File: src/rtl/alarm_arm_controller.sv
// alarm_arm_controller
// Arming/disarming controller for the home alarm. Collects 3-digit keypad
// codes, tracks consecutive wrong codes while armed, runs the exit/entry/siren
// delays from one shared down-counter, and drives registered armed/siren/beep
// levels decoded from the next state so they change together with `state`.
module alarm_arm_controller #(
  parameter logic [11:0] ARM_CODE  = 12'h123,
  parameter int unsigned CNT_W     = 16,
  parameter int unsigned EXIT_CYC  = 100,
  parameter int unsigned ENTRY_CYC = 50,
  parameter int unsigned SIREN_CYC = 200,
  parameter int unsigned MAX_FAIL  = 3
) (
  input  logic       clk,
  input  logic       rst,
  input  logic       key_valid,
  input  logic [3:0] key_digit,
  input  logic       door_open,
  input  logic       window_closed,
  input  logic       motion,
  output logic       armed,
  output logic       siren,
  output logic       beep,
  output logic [2:0] state
);

  localparam int unsigned FAIL_W = $clog2(MAX_FAIL + 1);

  localparam logic [CNT_W-1:0] EXIT_LD  = CNT_W'(EXIT_CYC - 1);
  localparam logic [CNT_W-1:0] ENTRY_LD = CNT_W'(ENTRY_CYC - 1);
  localparam logic [CNT_W-1:0] SIREN_LD = CNT_W'(SIREN_CYC - 1);

  typedef enum logic [2:0] {
    ST_DISARMED  = 3'd0,
    ST_EXIT_DLY  = 3'd1,
    ST_ARMED     = 3'd2,
    ST_ENTRY_DLY = 3'd3,
    ST_ALARM     = 3'd4
  } state_t;

  state_t            state_r;
  state_t            next_state_s;
  logic [CNT_W-1:0]  cnt_r;
  logic [7:0]        hist_r;
  logic [1:0]        dcnt_r;
  logic [FAIL_W-1:0] fail_r;
  logic [FAIL_W-1:0] fail_inc_s;
  logic [FAIL_W-1:0] fail_next_s;
  logic              key_num_s;
  logic              key_clr_s;
  logic              third_s;
  logic              match_s;
  logic              mismatch_s;
  logic              guarded_s;
  logic              fail_limit_s;
  logic              sensor_s;
  logic              timeout_s;
  logic              load_s;
  logic [CNT_W-1:0]  load_val_s;

  // Keypad decode, code compare on the third digit, and fail-limit detection.
  always_comb begin
    key_num_s    = key_valid && (key_digit <= 4'd9);
    key_clr_s    = key_valid && (key_digit == 4'hF);
    third_s      = key_num_s && (dcnt_r == 2'd2);
    match_s      = third_s && ({hist_r, key_digit} == ARM_CODE);
    mismatch_s   = third_s && !match_s;
    guarded_s    = (state_r == ST_ARMED) || (state_r == ST_ENTRY_DLY);
    fail_inc_s   = fail_r + FAIL_W'(1);
    fail_limit_s = mismatch_s && guarded_s && (fail_inc_s == FAIL_W'(MAX_FAIL));
    sensor_s     = !window_closed || motion;
    timeout_s    = (cnt_r == {CNT_W{1'b0}});
  end

  // Next-state selection with priority match > fail-limit > sensors > timeout.
  always_comb begin
    next_state_s = state_r;
    load_s       = 1'b0;
    load_val_s   = {CNT_W{1'b0}};
    case (state_r)
      ST_DISARMED: begin
        if (match_s) begin
          next_state_s = ST_EXIT_DLY;
          load_s       = 1'b1;
          load_val_s   = EXIT_LD;
        end else begin
          next_state_s = ST_DISARMED;
        end
      end
      ST_EXIT_DLY: begin
        if (match_s) begin
          next_state_s = ST_DISARMED;
        end else if (timeout_s) begin
          next_state_s = ST_ARMED;
        end else begin
          next_state_s = ST_EXIT_DLY;
        end
      end
      ST_ARMED: begin
        if (match_s) begin
          next_state_s = ST_DISARMED;
        end else if (fail_limit_s || sensor_s) begin
          next_state_s = ST_ALARM;
          load_s       = 1'b1;
          load_val_s   = SIREN_LD;
        end else if (door_open) begin
          next_state_s = ST_ENTRY_DLY;
          load_s       = 1'b1;
          load_val_s   = ENTRY_LD;
        end else begin
          next_state_s = ST_ARMED;
        end
      end
      ST_ENTRY_DLY: begin
        if (match_s) begin
          next_state_s = ST_DISARMED;
        end else if (fail_limit_s || sensor_s || timeout_s) begin
          next_state_s = ST_ALARM;
          load_s       = 1'b1;
          load_val_s   = SIREN_LD;
        end else begin
          next_state_s = ST_ENTRY_DLY;
        end
      end
      ST_ALARM: begin
        if (match_s) begin
          next_state_s = ST_DISARMED;
        end else if (timeout_s) begin
          next_state_s = ST_ARMED;
        end else begin
          next_state_s = ST_ALARM;
        end
      end
      default: begin
        next_state_s = ST_DISARMED;
      end
    endcase
  end

  // Fail-count update: cleared on match, on reaching the limit and on disarm.
  always_comb begin
    fail_next_s = fail_r;
    if (match_s || fail_limit_s || (next_state_s == ST_DISARMED)) begin
      fail_next_s = {FAIL_W{1'b0}};
    end else if (mismatch_s && guarded_s) begin
      fail_next_s = fail_inc_s;
    end else begin
      fail_next_s = fail_r;
    end
  end

  // State, counter, digit history and registered output decode.
  always_ff @(posedge clk) begin
    if (rst) begin
      state_r <= ST_DISARMED;
      cnt_r   <= {CNT_W{1'b0}};
      hist_r  <= 8'h00;
      dcnt_r  <= 2'd0;
      fail_r  <= {FAIL_W{1'b0}};
      armed   <= 1'b0;
      siren   <= 1'b0;
      beep    <= 1'b0;
    end else begin
      state_r <= next_state_s;
      fail_r  <= fail_next_s;
      armed   <= (next_state_s == ST_ARMED) || (next_state_s == ST_ENTRY_DLY) ||
                 (next_state_s == ST_ALARM);
      siren   <= (next_state_s == ST_ALARM);
      beep    <= (next_state_s == ST_EXIT_DLY) || (next_state_s == ST_ENTRY_DLY);
      if (load_s) begin
        cnt_r <= load_val_s;
      end else if (!timeout_s) begin
        cnt_r <= cnt_r - CNT_W'(1);
      end else begin
        cnt_r <= cnt_r;
      end
      if (key_num_s) begin
        hist_r <= {hist_r[3:0], key_digit};
        dcnt_r <= (dcnt_r == 2'd2) ? 2'd0 : dcnt_r + 2'd1;
      end else if (key_clr_s) begin
        hist_r <= hist_r;
        dcnt_r <= 2'd0;
      end else begin
        hist_r <= hist_r;
        dcnt_r <= dcnt_r;
      end
    end
  end

  assign state = state_r;

endmodule

File: config.mk
export PLATFORM = sky130hd
export DESIGN_NAME = alarm_arm_controller
export DESIGN_NICKNAME = d
export VERILOG_FILES = /design/src/rtl/alarm_arm_controller.sv
export SDC_FILE = /design/constraint.sdc
export NUM_CORES = 1
export LEC_CHECK = 0
export BUFFER_PORTS_ARGS = -buffer_cell sky130_fd_sc_hd__clkbuf_2
export CORE_MARGIN = 5
export CORE_UTILIZATION = 52
export DETAILED_ROUTE_END_ITERATION = 10
export GPL_ROUTABILITY_DRIVEN = 0
export GPL_TIMING_DRIVEN = 0
export PLACE_DENSITY_LB_ADDON = 0.3
export SLEW_MARGIN = 0
export SYNTH_ARGS = -nofsm -noshare
export SYNTH_HDL_FRONTEND = slang
export SYNTH_SLANG_ARGS = --single-unit
File: constraint.sdc
create_clock -name clk -period 2.1 [get_ports clk]
set_input_delay 0.315 -clock clk [delete_from_list [all_inputs] [get_ports clk]]
set_output_delay 0.315 -clock clk [all_outputs]
set_load 0.005 [all_outputs]
==> results.toml, run 1 <==
[die]
chipWidth_um = 68.6
ios = 16
coreArea_sq_um = 3340
die_h_um = 68.6
rows = 21
dieArea_sq_um = 4710
start_util_pct = 53.5

[worst_setup_path]
critPathKind = "flip-flop to flip-flop"
worstSetupEndpointType = "flip-flop"
crit_fanout = 5
cp_data_arrival_time_ps = 2400
cp_data_required_time_ps = 2360
cp-start-kind = "flip-flop"

[flow_run]
maxCapViolations = 0

[run_status]
status = "complete, but fails checks"
violations = "setup timing"

[synth]
yosysMostFrequentCell = "dfxtp_1"
avgSynthCellArea_sq_um = 8.46
yosysSeqAreaShare_pct = 38.1
syn_area_sq_um = 1790
yosys_most_used_dff = "dfxtp_1"
synth_fp_nets = 223
ys_top_cells_by_count = "34 x dfxtp_1, 24 x nand2_1, 19 x a21oi_1"
ys_ff_latch = 34
yosysWarnings = 0
async_flop_share_pct = 0
netlist.area_leader.share_pct = 38.1
ys_types = 46
synthCells = 211
synth_edf_count = 0
synth_top_cells_by_area = "dfxtp_1 38%, a21oi_1 5.3%, nand2_1 5.0%"
synth_area_leader_cell = "dfxtp_1"

[cells_and_area]
fillerInstances = 295
fin_nets = 251
diodes = 0
area_growth_pct = 20.5
design_area_sq_um = 2150
final_layout_size_suffix_gt1_share_pct = 27.5
post-route-util_pct = 64.5

[timing]
maxSlewViolCount = 0
max_slew_margin_pct = 55.9
fmaxAchievable_ghz = 0.467
setup_ws_ps = -42.2
hold_viol_final = 0
period_share_pct = 102
rsz0062_at_grt = "true"
fin_tns_setup_ps = -96.7
clock_skew_ps = 14.9
finalSetupViolations = 7
tightest_slew_ps = 655
min_period_ps = 2140

[drt]
ant_nets = 0
routed_wirelength_mm = 4.13
viasPerCell = 5.78
vias = 1652
wl_per_cell_um = 14.4
drt_pre_antenna_iters = 4
drtIter0Drc = 124
route.detailed.drc = 0

[placement]
place_area_sq_um = 1920
numPortBuffers = 15
dpl.hpwl_mm = 2.86

[cts]
clk_pin_slew_ps = 110
cts_tree = "done"
numCtsBuffers = 5
cts_buffer_depth = 2
clock_latency_ps = 350
cts_root_buffer = "clkbuf_4"
cts_sinks = 34
htree_levels = 2
postCtsHoldBufs = 0

[power]
internal-power_uw = 1520
ir_drop_uv = 720
leakagePower_uw = 0.000780
p_comb_share_pct = 47.4
power.density_nw_per_um2 = 1190
p_switching_uw = 1050
p_clk_share_pct = 15.4
power_frac_seq_pct = 37.3
swShare_pct = 40.8

[global_route]
grt_overflow = 0
grt_max_degree = 12
grt_pass1_wl_mm = 6.87
grt_usage_pct = 19.5
grt_pass1_vias = 1492
antenna_found_initial = 0

[min_path]
hold_path.class = "input port to flip-flop"
[metal layers]
metal	routed length (um)	GRT usage [%]
met2	1880	30.2
met1	1950	25.1
met3	227	5.67
met4	74	8.19
met5	0	0
[stage by stage]
| step | cells | hold WS [ps] | power [uW] | setup WS (ps) |
|---|---|---|---|---|
| 2_1_floorplan | 211 | 431 | 1750 | 55.0 |
| 3_3_place_gp | 272 | 441 | 1910 | -262 |
| 3_5_place_dp | 272 | 451 | 1940 | -300 |
| 4_1_cts | 282 | 207 | 2430 | -56.4 |
| 5_1_grt | 286 | 206 | 2750 | -91.7 |
| 6_report | 286 | 208 | 2560 | -42.2 |
[sequential cells by signal, indices dropped and copies added, names as in the netlist]
name / flops
armed: 1
beep: 1
cnt_r: 16
dcnt_r: 2
fail_r: 2
hist_r: 8
siren: 1
state: 3
[worst max-delay path, stage by stage, from the launching register on]
cell and delay (ps):
dfxtp_2 350, or4b_4 540, or3_4 420, o211a_1 260, o21a_4 230, o32ai_2 250
[layout make-up]
type                       instances  area [sq um]  share of cell area [%]
multi-input combinational        166          1160                    53.9
buffer                             7          46.3                    2.15
timing repair buffer              21           124                    5.76
clock buffer                       6          51.3                    2.39
inverter                           4          15.0                   0.698
tap                               46          57.6                    2.68
clock inverter                     2          12.5                   0.582
sequential                        34           684                    31.8
[power groups by stage]
stage	logic, uW	clock network, uW	registers [uW]
finish	1210	394	955
global route	1340	432	973
CTS	1080	404	945
detailed placement	1000	0	935
global placement	981	0	933
floorplan	846	0	901
[placed cells by master, fill, tap and decap left out, types with 4 or more instances in the layout]
cell,instances
a21oi_1,19
buf_4,5
clkbuf_2,15
clkbuf_4,5
dfxtp_1,31
inv_1,4
nand2_1,23
nand2b_1,5
nand3_1,12
nor2_1,15
nor2b_1,6
nor3_1,6
nor3_2,8
o21ai_0,7
xnor2_1,5
xor2_1,7
[kinds of logic after synthesis]
family	after synthesis	synth area share [%]
AND/OR/NAND/NOR	103	33.8
XOR/XNOR	12	5.89
AO/OA/AOI/OAI	46	16.2
multiplexers	3	1.68
adder cells (fa/ha/maj)	2	1.40
flip-flops	34	38.1
buffers and inverters	11	2.87
[repair_timing]
item | CTS | global route
endpoints found under the setup margin | 20 | 22
setup buffers | 2 | 3
pin swaps | 2 | 15
gates resized for setup | 7 | 23
gates cloned | 0 | 1
[worst paths after layout]
| kind | start | to | slack, ps | depth (start not counted) |
|---|---|---|---|---|
| worst max-delay path | hist_r[0]$_SDFFE_PP0P_ | cnt_r[2]$_SDFFE_PP0P_ | -40 | 5 |
| worst min-delay path | key_digit[0] | hist_r[0]$_SDFFE_PP0P_ | 210 | 3 |
| worst max register to register | hist_r[0]$_SDFFE_PP0P_ | cnt_r[2]$_SDFFE_PP0P_ | -40 | 5 |
| worst min register to register | hist_r[4]$_SDFFE_PP0P_ | hist_r[4]$_SDFFE_PP0P_ | 470 | 2 |
Power figures use the tool's default switching activity.
==> run 2: changes to the inputs <==
--- a/config.mk
+++ b/config.mk
@@ -6,8 +6,10 @@
 export NUM_CORES = 1
 export LEC_CHECK = 0
 export BUFFER_PORTS_ARGS = -buffer_cell sky130_fd_sc_hd__clkbuf_2
+export CELL_PAD_IN_SITES_DETAIL_PLACEMENT = 1
+export CELL_PAD_IN_SITES_GLOBAL_PLACEMENT = 1
 export CORE_MARGIN = 5
-export CORE_UTILIZATION = 52
+export CORE_UTILIZATION = 40
 export DETAILED_ROUTE_END_ITERATION = 10
 export GPL_ROUTABILITY_DRIVEN = 0
 export GPL_TIMING_DRIVEN = 0
==> run 2 against run 1 <==
The run still ends with setup timing left. Register-to-register slack better by 30 ps. Critical path depth up 1. Worst setup slack better by 32 ps. Combinational power up 16%. Die area up 25%. Sequential cell count unchanged. Final area up 4.2%. Clock-buffer cell count unchanged. Non-clock buffer count down 1. Via count up 0.61%. First-iteration DRC count down 23%. Critical endpoint is now cnt_r[10]$_SDFFE_PP0P_. Largest power group unchanged. Highest routed layer unchanged.
==> results.toml, run 2 (same netlist as run 1, synthesis figures left out) <==
[run_status]
status = "complete, but fails checks"
violations = "setup timing"

[min_path]
min_to = "hist_r[0]$_SDFFE_PP0P_"
hold_path.class = "input port to flip-flop"
hold_depth = 3
hp-start = "key_digit[0]"

[worst_setup_path]
ff2ff_setup_slack_ps = -10
timing.rr.end = "cnt_r[10]$_SDFFE_PP0P_"
r2r_cells = 6
critPathKind = "flip-flop to flip-flop"
path_cells = "or4b_4 > or3_4 > o211a_1 > o21a_4 > buf_6 > nor3_2"
cp_data_required_time_ps = 2310
cp_num_buf_inv = 1
worstSetupEndpointType = "flip-flop"
cp_data_arrival_time_ps = 2320
cp_slowest_cell = "or4b_4"
crit_family = "simple AND/OR/NAND/NOR gates"
crit-reg2reg-launch = "hist_r[0]$_SDFFE_PP0P_"
cp-start-kind = "flip-flop"
crit_fanout = 5
cpPeakStageDelay_ps = 540
startpoint = "hist_r[0]$_SDFFE_PP0P_"

[placement]
place_area_sq_um = 1930
numPortBuffers = 15
dpl.hpwl_mm = 3.38

[die]
chipWidth_um = 76.8
dieArea_sq_um = 5900
rows = 24
start_util_pct = 41.0
ios = 16
die_h_um = 76.8
coreArea_sq_um = 4350

[power]
power.density_nw_per_um2 = 1270
ir_drop_uv = 466
leakagePower_uw = 0.000808
power_uw = 2850

[cts]
clock_latency_ps = 290
cts_root_buffer = "clkbuf_8"
clk_pin_slew_ps = 70
postCtsHoldBufs = 0
numCtsBuffers = 5
htree_levels = 2
cts_sinks = 34
cts_tree = "done"
cts_buffer_depth = 2

[global_route]
grt_overflow = 0
grt_pass1_wl_mm = 8.15
grt_max_degree = 11
grt_usage_pct = 16.8
antenna_found_initial = 0
grt_pass1_vias = 1672

[timing]
rsz0062_at_grt = "true"
tightest_slew_ps = 685
fmaxAchievable_ghz = 0.474
period_share_pct = 100
max_slew_margin_pct = 53.9
min_period_ps = 2110
setup_ws_ps = -9.91
clock_skew_ps = 6.68
finalSetupViolations = 1
hold_viol_final = 0
fin_tns_setup_ps = -9.91
maxSlewViolCount = 0

[drt]
ant_nets = 0
drtIter0Drc = 96
drt_pre_antenna_iters = 4
wl_per_cell_um = 17.7
viasPerCell = 5.75
route.detailed.drc = 0
routed_wirelength_mm = 5.12
vias = 1662

[cells_and_area]
regMostFlops = "cnt_r"
fillerInstances = 524
diodes = 0
area_growth_pct = 25.5
largest_reg_flops = 16
post-route-util_pct = 51.5
ff_latch_area_sq_um = 688
layout_common_cells = "28 x dfxtp_1, 24 x nand2_1, 19 x a21oi_1, 15 x clkbuf_2, 14 x nor2_1"
design_area_sq_um = 2240
final_layout_size_suffix_gt1_share_pct = 28.7
multiInputGateArea_sq_um = 1230
layout_commonest_cell = "dfxtp_1"
fin_nets = 250

[flow_run]
maxCapViolations = 0
## run 2: changes by cell type in the layout (fill, tap and decap cells not counted), sizes merged
cell | before | now
buf | 10 | 9
clkinv | 1 | 0
clkinvlp | 1 | 0
## run 2: tightest hold or removal path, delay by kind of cell
kind	cells	cell delay, ps
AOI/OAI and AO/OA	1	50
buffers and inverters	1	100
and+or+nand+nor	1	60
## run 2: through the flow
stage	hold slack (ps)	instances	worst slack, ps
finish	283	289	-9.91
global route	295	289	-69.8
CTS	285	287	-6.53
detailed placement	459	278	-424
global placement	444	278	-377
floorplan	431	211	55.0
## run 2: timing repair
item	CTS	global route
setup endpoints to repair	22	24
buffers inserted	3	2
resized for setup	14	25
gates cloned	1	0
pin swaps	13	8
## run 2: routing by layer
layer  wire length [um]  track usage [%]  share of wire, %  vias up
met1               2360             22.2                46      797
met5                  0                0                 0        -
met4                 93             7.52               1.8        0
met2               2530             26.3                49       26
li1                   -                -                 -      828
met3                138             3.04               2.7       11
## run 2: how the worst max path moves through the flow
stage,end,cells past startpoint
2_1_floorplan,cnt_r[13]$_SDFFE_PP0P_,6
3_5_place_dp,fail_r[0]$_SDFFE_PP0P_,4
4_1_cts,cnt_r[9]$_SDFFE_PP0P_,6
5_1_grt,cnt_r[10]$_SDFFE_PP0P_,6
6_report,cnt_r[10]$_SDFFE_PP0P_,6
3_3_place_gp,fail_r[0]$_SDFFE_PP0P_,4
## run 2: power by group
group,leakage (uW),internal [uW],switching (uW),total [uW]
clock network,0.0000431,253,220,473
registers,0.000280,786,196,981
logic,0.000485,655,745,1400
total,0.000808,1690,1160,2850
## run 2: area by class of cell
class | instances | area share, %
buffer | 6 | 1.51
clock buffer | 6 | 3.69
tap | 52 | 2.90
inverter | 4 | 0.670
sequential | 34 | 30.7
multi-input combinational | 166 | 54.8
timing repair buffer | 21 | 5.70
